File: config.mk
export PLATFORM = sky130hd
export DESIGN_NAME = cordic_rotation_sequencer
export DESIGN_NICKNAME = d
export VERILOG_FILES = /design/src/rtl/cordic_pkg.sv /design/src/rtl/cordic_microrotation.sv /design/src/rtl/cordic_rotation_sequencer.sv
export SDC_FILE = /design/constraint.sdc
export NUM_CORES = 1
export LEC_CHECK = 0
export BUFFER_PORTS_ARGS = -buffer_cell sky130_fd_sc_hd__buf_2
export CORE_ASPECT_RATIO = 0.75
export CORE_MARGIN = 3
export CORE_UTILIZATION = 39
export CTS_CLUSTER_SIZE = 16
export DETAILED_ROUTE_END_ITERATION = 8
export SLEW_MARGIN = 40
export SYNTH_ARGS = -nofsm -noshare
export SYNTH_HDL_FRONTEND = slang
export SYNTH_SLANG_ARGS = --single-unit
File: constraint.sdc
create_clock -name clk -period 12 [get_ports clk]
set_input_delay 0.6 -clock clk [delete_from_list [all_inputs] [get_ports clk]]
set_output_delay 0.6 -clock clk [all_outputs]
set_load 0.02 [all_outputs]
File: src/rtl/cordic_pkg.sv
// Shared constants, FSM state type and saturation helper for the iterative CORDIC sequencer.
package cordic_pkg;

  localparam logic [15:0] HALF_PI   = 16'h4000;
  localparam logic [15:0] GAIN_COMP = 16'h4DBA;

  // atan(2^-i) scaled so that 0x8000 is pi.
  localparam logic [15:0] ATAN_TABLE [16] = '{
    16'h2000, 16'h12E4, 16'h09FB, 16'h0511, 16'h028B, 16'h0145, 16'h00A2, 16'h0051,
    16'h0028, 16'h0014, 16'h000A, 16'h0005, 16'h0002, 16'h0001, 16'h0000, 16'h0000
  };

  typedef enum logic [1:0] {
    StIdle,
    StRotate,
    StDone
  } state_e;

  // Clamp a sign-extended value to the signed range of a width-bit word.
  function automatic logic signed [31:0] saturate(input logic signed [31:0] value,
                                                 input int unsigned width);
    logic signed [31:0] max_v;
    logic signed [31:0] min_v;
    max_v = (32'sd1 <<< (width - 1)) - 32'sd1;
    min_v = -(32'sd1 <<< (width - 1));
    if (value > max_v) begin
      return max_v;
    end
    if (value < min_v) begin
      return min_v;
    end
    return value;
  endfunction

endpackage

File: src/rtl/cordic_microrotation.sv
// Single shift-add CORDIC micro-rotation; the sequencer reuses it every iteration.
module cordic_microrotation
  import cordic_pkg::*;
#(
  parameter int unsigned IntWidth = 18
) (
  input  logic signed [IntWidth-1:0] x_i,
  input  logic signed [IntWidth-1:0] y_i,
  input  logic signed [15:0]         z_i,
  input  logic        [3:0]          iter_i,
  output logic signed [IntWidth-1:0] x_o,
  output logic signed [IntWidth-1:0] y_o,
  output logic signed [15:0]         z_o
);

  logic signed [IntWidth-1:0] x_shift;
  logic signed [IntWidth-1:0] y_shift;
  logic signed [15:0]         atan;

  // Rotate toward zero residual angle; both shifts use the pre-update operands.
  always_comb begin
    x_shift = x_i >>> iter_i;
    y_shift = y_i >>> iter_i;
    atan    = signed'(ATAN_TABLE[iter_i]);
    if (!z_i[15]) begin
      x_o = x_i - y_shift;
      y_o = y_i + x_shift;
      z_o = z_i - atan;
    end else begin
      x_o = x_i + y_shift;
      y_o = y_i - x_shift;
      z_o = z_i + atan;
    end
  end

endmodule

File: src/rtl/cordic_rotation_sequencer.sv
// Iterative CORDIC rotation controller: accept a job, pre-rotate by quadrant, run
// cordic_steps micro-rotations on one shared unit, then hold the result until taken.
module cordic_rotation_sequencer
  import cordic_pkg::*;
#(
  parameter int unsigned data_width   = 16,
  parameter int unsigned angle_width  = 16,
  parameter int unsigned cordic_steps = 16
) (
  input  logic                   clk,
  input  logic                   reset,
  input  logic                   in_valid,
  output logic                   in_ready,
  input  logic [data_width-1:0]  x_in,
  input  logic [data_width-1:0]  y_in,
  input  logic [angle_width-1:0] angle_in,
  input  logic                   flush,
  output logic                   out_valid,
  input  logic                   out_ready,
  output logic [data_width-1:0]  x_out,
  output logic [data_width-1:0]  y_out,
  output logic [angle_width-1:0] z_out,
  output logic                   busy
);

  // Two guard bits absorb the CORDIC gain and the negation of -2^(data_width-1).
  localparam int unsigned IntWidth = data_width + 2;
  localparam logic [3:0]  LastIter = 4'(cordic_steps - 1);

  state_e                     state_q, state_d;
  logic [3:0]                 iter_q, iter_d;
  logic signed [IntWidth-1:0] x_q, x_d, y_q, y_d;
  logic signed [IntWidth-1:0] x_ext, y_ext, x_pre, y_pre, x_nxt, y_nxt;
  logic [angle_width-1:0]     z_q, z_d, z_pre;
  logic signed [15:0]         z_nxt;

  cordic_microrotation #(
    .IntWidth (IntWidth)
  ) u_micro (
    .x_i    (x_q),
    .y_i    (y_q),
    .z_i    (signed'(z_q)),
    .iter_i (iter_q),
    .x_o    (x_nxt),
    .y_o    (y_nxt),
    .z_o    (z_nxt)
  );

  // Quadrant pre-rotation so the remaining angle lies within the CORDIC convergence range.
  always_comb begin
    x_ext = IntWidth'(signed'(x_in));
    y_ext = IntWidth'(signed'(y_in));
    if ($signed(angle_in) > $signed(HALF_PI)) begin
      x_pre = -y_ext;
      y_pre = x_ext;
      z_pre = angle_in - HALF_PI;
    end else if ($signed(angle_in) < -$signed(HALF_PI)) begin
      x_pre = y_ext;
      y_pre = -x_ext;
      z_pre = angle_in + HALF_PI;
    end else begin
      x_pre = x_ext;
      y_pre = y_ext;
      z_pre = angle_in;
    end
  end

  // Next-state logic; flush overrides every transition, including a same-cycle accept.
  always_comb begin
    state_d = state_q;
    iter_d  = iter_q;
    x_d     = x_q;
    y_d     = y_q;
    z_d     = z_q;
    unique case (state_q)
      StIdle: begin
        if (in_valid) begin
          state_d = StRotate;
          iter_d  = 4'd0;
          x_d     = x_pre;
          y_d     = y_pre;
          z_d     = z_pre;
        end
      end
      StRotate: begin
        x_d = x_nxt;
        y_d = y_nxt;
        z_d = z_nxt;
        if (iter_q == LastIter) begin
          state_d = StDone;
        end else begin
          iter_d = iter_q + 4'd1;
        end
      end
      StDone: begin
        if (out_ready) begin
          state_d = StIdle;
        end
      end
      default: state_d = StIdle;
    endcase
    if (flush) begin
      state_d = StIdle;
      iter_d  = 4'd0;
      x_d     = x_q;
      y_d     = y_q;
      z_d     = z_q;
    end
  end

  // State and datapath registers with synchronous reset.
  always_ff @(posedge clk) begin
    if (reset) begin
      state_q <= StIdle;
      iter_q  <= 4'd0;
      x_q     <= '0;
      y_q     <= '0;
      z_q     <= '0;
    end else begin
      state_q <= state_d;
      iter_q  <= iter_d;
      x_q     <= x_d;
      y_q     <= y_d;
      z_q     <= z_d;
    end
  end

  // Handshake flags decode the state register only; results saturate to the port width.
  always_comb begin
    in_ready  = (state_q == StIdle);
    out_valid = (state_q == StDone);
    busy      = (state_q != StIdle);
    x_out     = data_width'(saturate(32'(x_q), data_width));
    y_out     = data_width'(saturate(32'(y_q), data_width));
    z_out     = z_q;
  end

endmodule

==> results.yml, run 1 <==
synthesis:
  synthesis.instances: 1306
  ys_ff_latch: 58
  synthArstFlopShare_pct: 0
  ys_warn_count: 0
  synth.avg_cell_area_um2: 7.146
  syn_nets: 1426
  seq_area_frac_synth_pct: 12.44
  synth_area_um2: 9333
  ys_types: 78
  synth_edf_count: 0
  ys.flop_type: "dfxtp_1"
critical_path:
  r2r_setup_slack_ps: 6830
  startpoint_type: "register"
  reg2reg_from: "iter_q[0]$_SDFFE_PP0P_"
  cp_max_fo: 67
  cp.required_ps: 12210
  crit_path_max_incr_delay_ps: 620
  worst-setup-path-type: "register to register"
  path_cells: "buf_6 > mux4_2 > mux2i_1 > nand2_1 > o21ai_0 > ha_1 > inv_1 > mux2_2 > fa_1 > a21o_1 > a21oi_1 > o21bai_1 > o41a_1 > a21oi_1 > o21ai_0 > o41ai_1 > xor2_1 > o22ai_1"
  crit_family: "compound AO/OA/AOI/OAI gates"
  critPathCaptureType: "register"
  crit_slowest_cell: "mux4_2"
  critPathBufInv: 2
  crit_arrival_ps: 5380
  cp-startpoint: "iter_q[0]$_SDFFE_PP0P_"
timing:
  fmax_mhz: 193.5
  worst_pin_slew_ps: 794.6
  drv_slew: 0
  hold_ws_ps: 482.1
  rsz0062_at_grt: "false"
  hold_viol: 0
  fin_crit_sh_pct: 43.08
  min_period_ps: 5169
  setup_tns_ps: 0
  setup_viol: 0
  slew_headroom_pct: 47.03
  finClkSkew_ps: 8.151
clock_tree:
  post-cts-setup-buffer-count: 0
  holdBufCountCts: 0
  cts_tree: "built"
  worstSkewPairLatency_ps: 340
  cts_resized: 0
  cts_buffer_depth: 2
  cts_buffers: 9
  cts-root-buf: "clkbuf_16"
  clk_pin_slew_worst_paths_ps: 60
  htreeDepth: 3
  clock_sinks: 58
floorplanning:
  fp.dieW_um: 184.6
  initial_utilization_pct: 40.15
  core_um2: 23240
  fp.dieH_um: 140.0
  rows: 48
  die-area_um2: 25840
  io_pins: 104
pwr:
  power_uw: 1016
  p_per_area_nw_per_um2: 99.50
  ir_drop_mv: 0.08048
  leakage_uw: 0.004354
detailed_routing:
  dr_total_vias: 10010
  vias_per_cell: 6.083
  ant_nets: 0
  remaining_drc_errors: 0
  met3_length_um: 2290
  wl_per_cell_um: 19.20
  dr.max_layer_used: "met4"
  drtPass1Iterations: 5
  routed_wl_um: 31580
  met1_length_um: 14830
  met2_length_um: 13480
  drtIter0Drc: 912
grt:
  grt_max_degree: 80
  grt_pass1_wl_um: 50020
  grt.overflow.total: 0
  track_usage_pct: 24.04
  antenna_found_initial: 1
  grt_pass1_vias: 9150
min_path:
  hp-start: "y_q[0]$_SDFFE_PP0P_"
  min_path_type: "register to register"
cells_and_area:
  final_cell_mix: "nor2_1 (192), nand2_1 (123), a21oi_1 (114)"
  multiInputGateArea_um2: 7634
  mostFrequentLayoutCell: "nor2_1"
  post-route-util_pct: 43.93
  drive_gt1_share_pct: 14.72
  n_antenna_cell: 0
  final_nets: 1461
  fill_cells: 2413
  area_growth_pct: 9.398
  register_area_um2: 1164
run_status:
  outcome: "finished, final reports clean"
place:
  place_congestion: 0.9558
  post-dp-hpwl_um: 23930
  port_buffers: 103
run:
  max-cap-violations: 0
[metal layers]
metal	up-vias	GRT usage [%]
li1	4866	-
met1	4689	34.64
met2	397	35.95
met3	54	4.777
met4	0	7.853
met5	-	0
[Yosys cell counts (18+ instances only)]
library cell / n / area share, %
nand3_1: 25 / 1.3
a311oi_1: 20 / 1.9
o21ai_0: 80 / 4.3
xnor2_1: 52 / 4.9
inv_1: 44 / 1.8
ha_1: 64 / 8.6
nand2_1: 123 / 4.9
xor2_1: 32 / 3.0
a31oi_1: 35 / 2.3
nor2_1: 195 / 7.8
mux2_2: 24 / 2.9
clkbuf_1: 67 / 2.7
mux2i_1: 32 / 3.4
nor2b_1: 18 / 1.2
dfxtp_1: 58 / 12
a21oi_1: 115 / 6.2
nor3_1: 32 / 1.7
a211oi_1: 21 / 1.7
[flip-flops by register name (all words and copies together) (netlist names)]
register	cells
iter_q	4
x_q	18
y_q	18
state_q	2
z_out	16
[logic make-up after synthesis]
family | synth area share, %
DFF | 12.44
xor gates and xnor gates | 8.124
adders and majority gates | 9.224
buffers and inverters | 6.180
AOI/OAI and AO/OA | 27.83
muxes | 13.33
and+or+nand+nor | 22.87
[layout make-up]
| class | count | area share, % |
|---|---|---|
| Inverter | 46 | 1.691 |
| Sequential cell | 58 | 11.40 |
| Tap cell | 300 | 3.676 |
| Clock inverter | 4 | 0.1961 |
| Timing Repair Buffer | 115 | 5.993 |
| Multi-Input combinational cell | 1111 | 74.77 |
| Clock buffer | 11 | 2.279 |
[tightest hold or removal path, stage by stage, from the launching register on]
cell and delay [ps]:
dfxtp_1 320, nand2_1 60, a21oi_1 50
[worst paths after layout]
check	endpoint	cells after the start
setup reg to reg	y_q[16]$_SDFFE_PP0P_	18
hold reg to reg	y_q[0]$_SDFFE_PP0P_	2
hold / removal	y_q[0]$_SDFFE_PP0P_	2
setup / recovery	y_q[16]$_SDFFE_PP0P_	18
[power by group]
group	switching (uW)	internal, uW
sequential	34.0	207
combinational	323	222
clock	92.9	137
[per-stage QoR]
step | std cells | setup slack [ps] | instance area [um^2]
5_1_grt | 1645 | 6541 | 10210
6_report | 1645 | 6831 | 10210
3_5_place_dp | 1630 | 6457 | 9946
4_1_cts | 1645 | 6426 | 10200
2_1_floorplan | 1306 | 7180 | 9333
3_3_place_gp | 1630 | 6566 | 9938
No activity file was read; power rests on OpenSTA's default activity.
==> run 2, diff against run 1 <==
- clock period: 12 -> 5.3 ns (I/O delays scaled with it)
==> results.yml, run 2 (same netlist as run 1, synthesis figures left out) <==
grt:
  grt.overflow.total: 0
  gr-usage-met2_pct: 38.73
  grt_pass1_wl_um: 51850
  met1_usage_pct: 36.76
  grt_use_met3_pct: 4.050
  antenna_found_initial: 0
  grt_max_degree: 66
  grt_busiest_layer: "met2"
  track_usage_pct: 25.22
  grt_pass1_vias: 9159
clock_tree:
  clk_pin_slew_worst_paths_ps: 50
  cts_tree: "built"
  htreeDepth: 3
  cts_buffer_depth: 2
  clock_sinks: 58
  cts-root-buf: "clkbuf_16"
  worstSkewPairLatency_ps: 340
  post-cts-setup-buffer-count: 0
  cts_buffers: 9
place:
  port_buffers: 103
  dp_cells: 1660
  place_congestion: 0.9694
  pre_cts_ws_ps: 181.1
  post-dp-hpwl_um: 25870
pwr:
  p_per_area_nw_per_um2: 224.3
  netSwitchingPower_uw: 1027
  p_comb_share_pct: 54.2
  pwr-share-seq_pct: 23.0
  p_clk_share_pct: 22.8
  netSwitchingFraction_pct: 43.71
  power_uw: 2348
  ir_drop_mv: 0.1790
  power.internal_uw: 1322
  leakage_uw: 0.004514
timing:
  hold_viol: 0
  slew_headroom_pct: 48.54
  drv_slew: 0
  setup_tns_ps: 0
  worst_pin_slew_ps: 771.9
  setup_slack_ps: 343.7
  setup_viol: 0
  fmax_mhz: 201.8
  finClkSkew_ps: 6.691
  min_period_ps: 4956
  rsz0062_at_grt: "false"
  fin_crit_sh_pct: 93.51
cells_and_area:
  final_nets: 1491
  mostFrequentLayoutCell: "nor2_1"
  drive_gt1_share_pct: 16.61
  multiInputGateArea_um2: 7652
  fill_cells: 2418
  stdcell_count: 1673
  register_area_um2: 1166
  area_growth_pct: 12.19
  final_cell_mix: "nor2_1 (191), nand2_1 (123), a21oi_1 (114)"
  n_antenna_cell: 0
detailed_routing:
  remaining_drc_errors: 0
  drtIter0Drc: 978
  wl_per_cell_um: 19.99
  ant_nets: 0
  drtPass1Iterations: 5
  routed_wl_um: 33440
  dr_total_vias: 10190
  vias_per_cell: 6.093
critical_path:
  crit_arrival_ps: 5150
  r2r_setup_slack_ps: 340
  startpoint_type: "register"
  reg2reg_from: "iter_q[1]$_SDFFE_PP0P_"
  cp-startpoint: "iter_q[1]$_SDFFE_PP0P_"
  critPathCaptureType: "register"
  cp.required_ps: 5500
  r2r_cells: 19
  rr_endpoint: "y_q[16]$_SDFFE_PP0P_"
  cp_max_fo: 40
  worst-setup-path-type: "register to register"
  crit_end: "y_q[16]$_SDFFE_PP0P_"
floorplanning:
  rows: 48
  fp.dieW_um: 184.6
  initial_utilization_pct: 40.15
  io_pins: 104
  fp.dieH_um: 140.0
  core_um2: 23240
  die-area_um2: 25840
min_path:
  min_path_type: "input port to register"
run:
  max-cap-violations: 0
run_status:
  outcome: "finished, final reports clean"
run 2: cell count changes in the layout (fill, tap and decap cells not counted), sizes merged:
cell / delta
clkinv: -3
clkbuf: +2
buf: +30
inv: -1
run 2: worst min path at each step:
| stage | cells after the start | startpoint | to | slack (ps) |
|---|---|---|---|---|
| finish | 2 | in_valid | iter_q[3]$_SDFFE_PP0P_ | 140 |
| global route | 2 | in_valid | iter_q[3]$_SDFFE_PP0P_ | 150 |
| CTS | 2 | in_valid | iter_q[3]$_SDFFE_PP0P_ | 140 |
| detailed placement | 2 | y_q[0]$_SDFFE_PP0P_ | y_q[0]$_SDFFE_PP0P_ | 490 |
| global placement | 2 | in_valid | iter_q[3]$_SDFFE_PP0P_ | 490 |
| floorplan | 1 | in_valid | iter_q[3]$_SDFFE_PP0P_ | 380 |
run 2: final cells by class:
class	count	area share, %
multi-input combinational	1111	73.09
tap	300	3.585
clock buffer	13	2.486
inverter	46	1.649
timing repair buffer	145	8.055
sequential	58	11.14
run 2: critical path: stages, from the launching register on:
cell and delay (ps):
dfxtp_1 490, buf_12 260, clkinv_1 110, buf_4 250, mux2i_1 190, o21ai_0 250, o21ai_0 180, ha_1 320
inv_1 40, mux2_2 280, fa_1 430, a21o_1 170, a21oi_1 250, o21bai_1 140, o41a_1 410, a21oi_1 290
o21ai_0 170, o41ai_2 260, xor2_1 220, o22ai_1 110
run 2: metal layers:
layer  part of all wire (%)  up-vias
met5                      0        -
met4                    2.4        0
met3                    7.9       41
met2                     44      434
met1                     46     4806
li1                       -     4913
run 2: power groups by stage:
stage	clock (uW)	combinational [uW]	sequential, uW
floorplan	0	925	520
global placement	0	1250	545
detailed placement	0	1250	546
CTS	546	1260	537
global route	562	1400	542
finish	536	1270	539
run 2: timing repair:
item / in CTS / in global routing
endpoints found under the setup margin: 0 / 5
hold buffers: 0 / 0
gates resized for setup: 0 / 4
endpoints found under the hold margin: 0 / 0
run 2: per-stage QoR:
step                util [%]  area (um^2)  hold slack [ps]
detailed placement     43.84        10190            487.7
global placement       43.78        10180            493.9
floorplan                  -         9333            376.2
CTS                    44.96        10450            137.2
finish                 45.05        10470            143.2
global route           45.05        10470            152.8
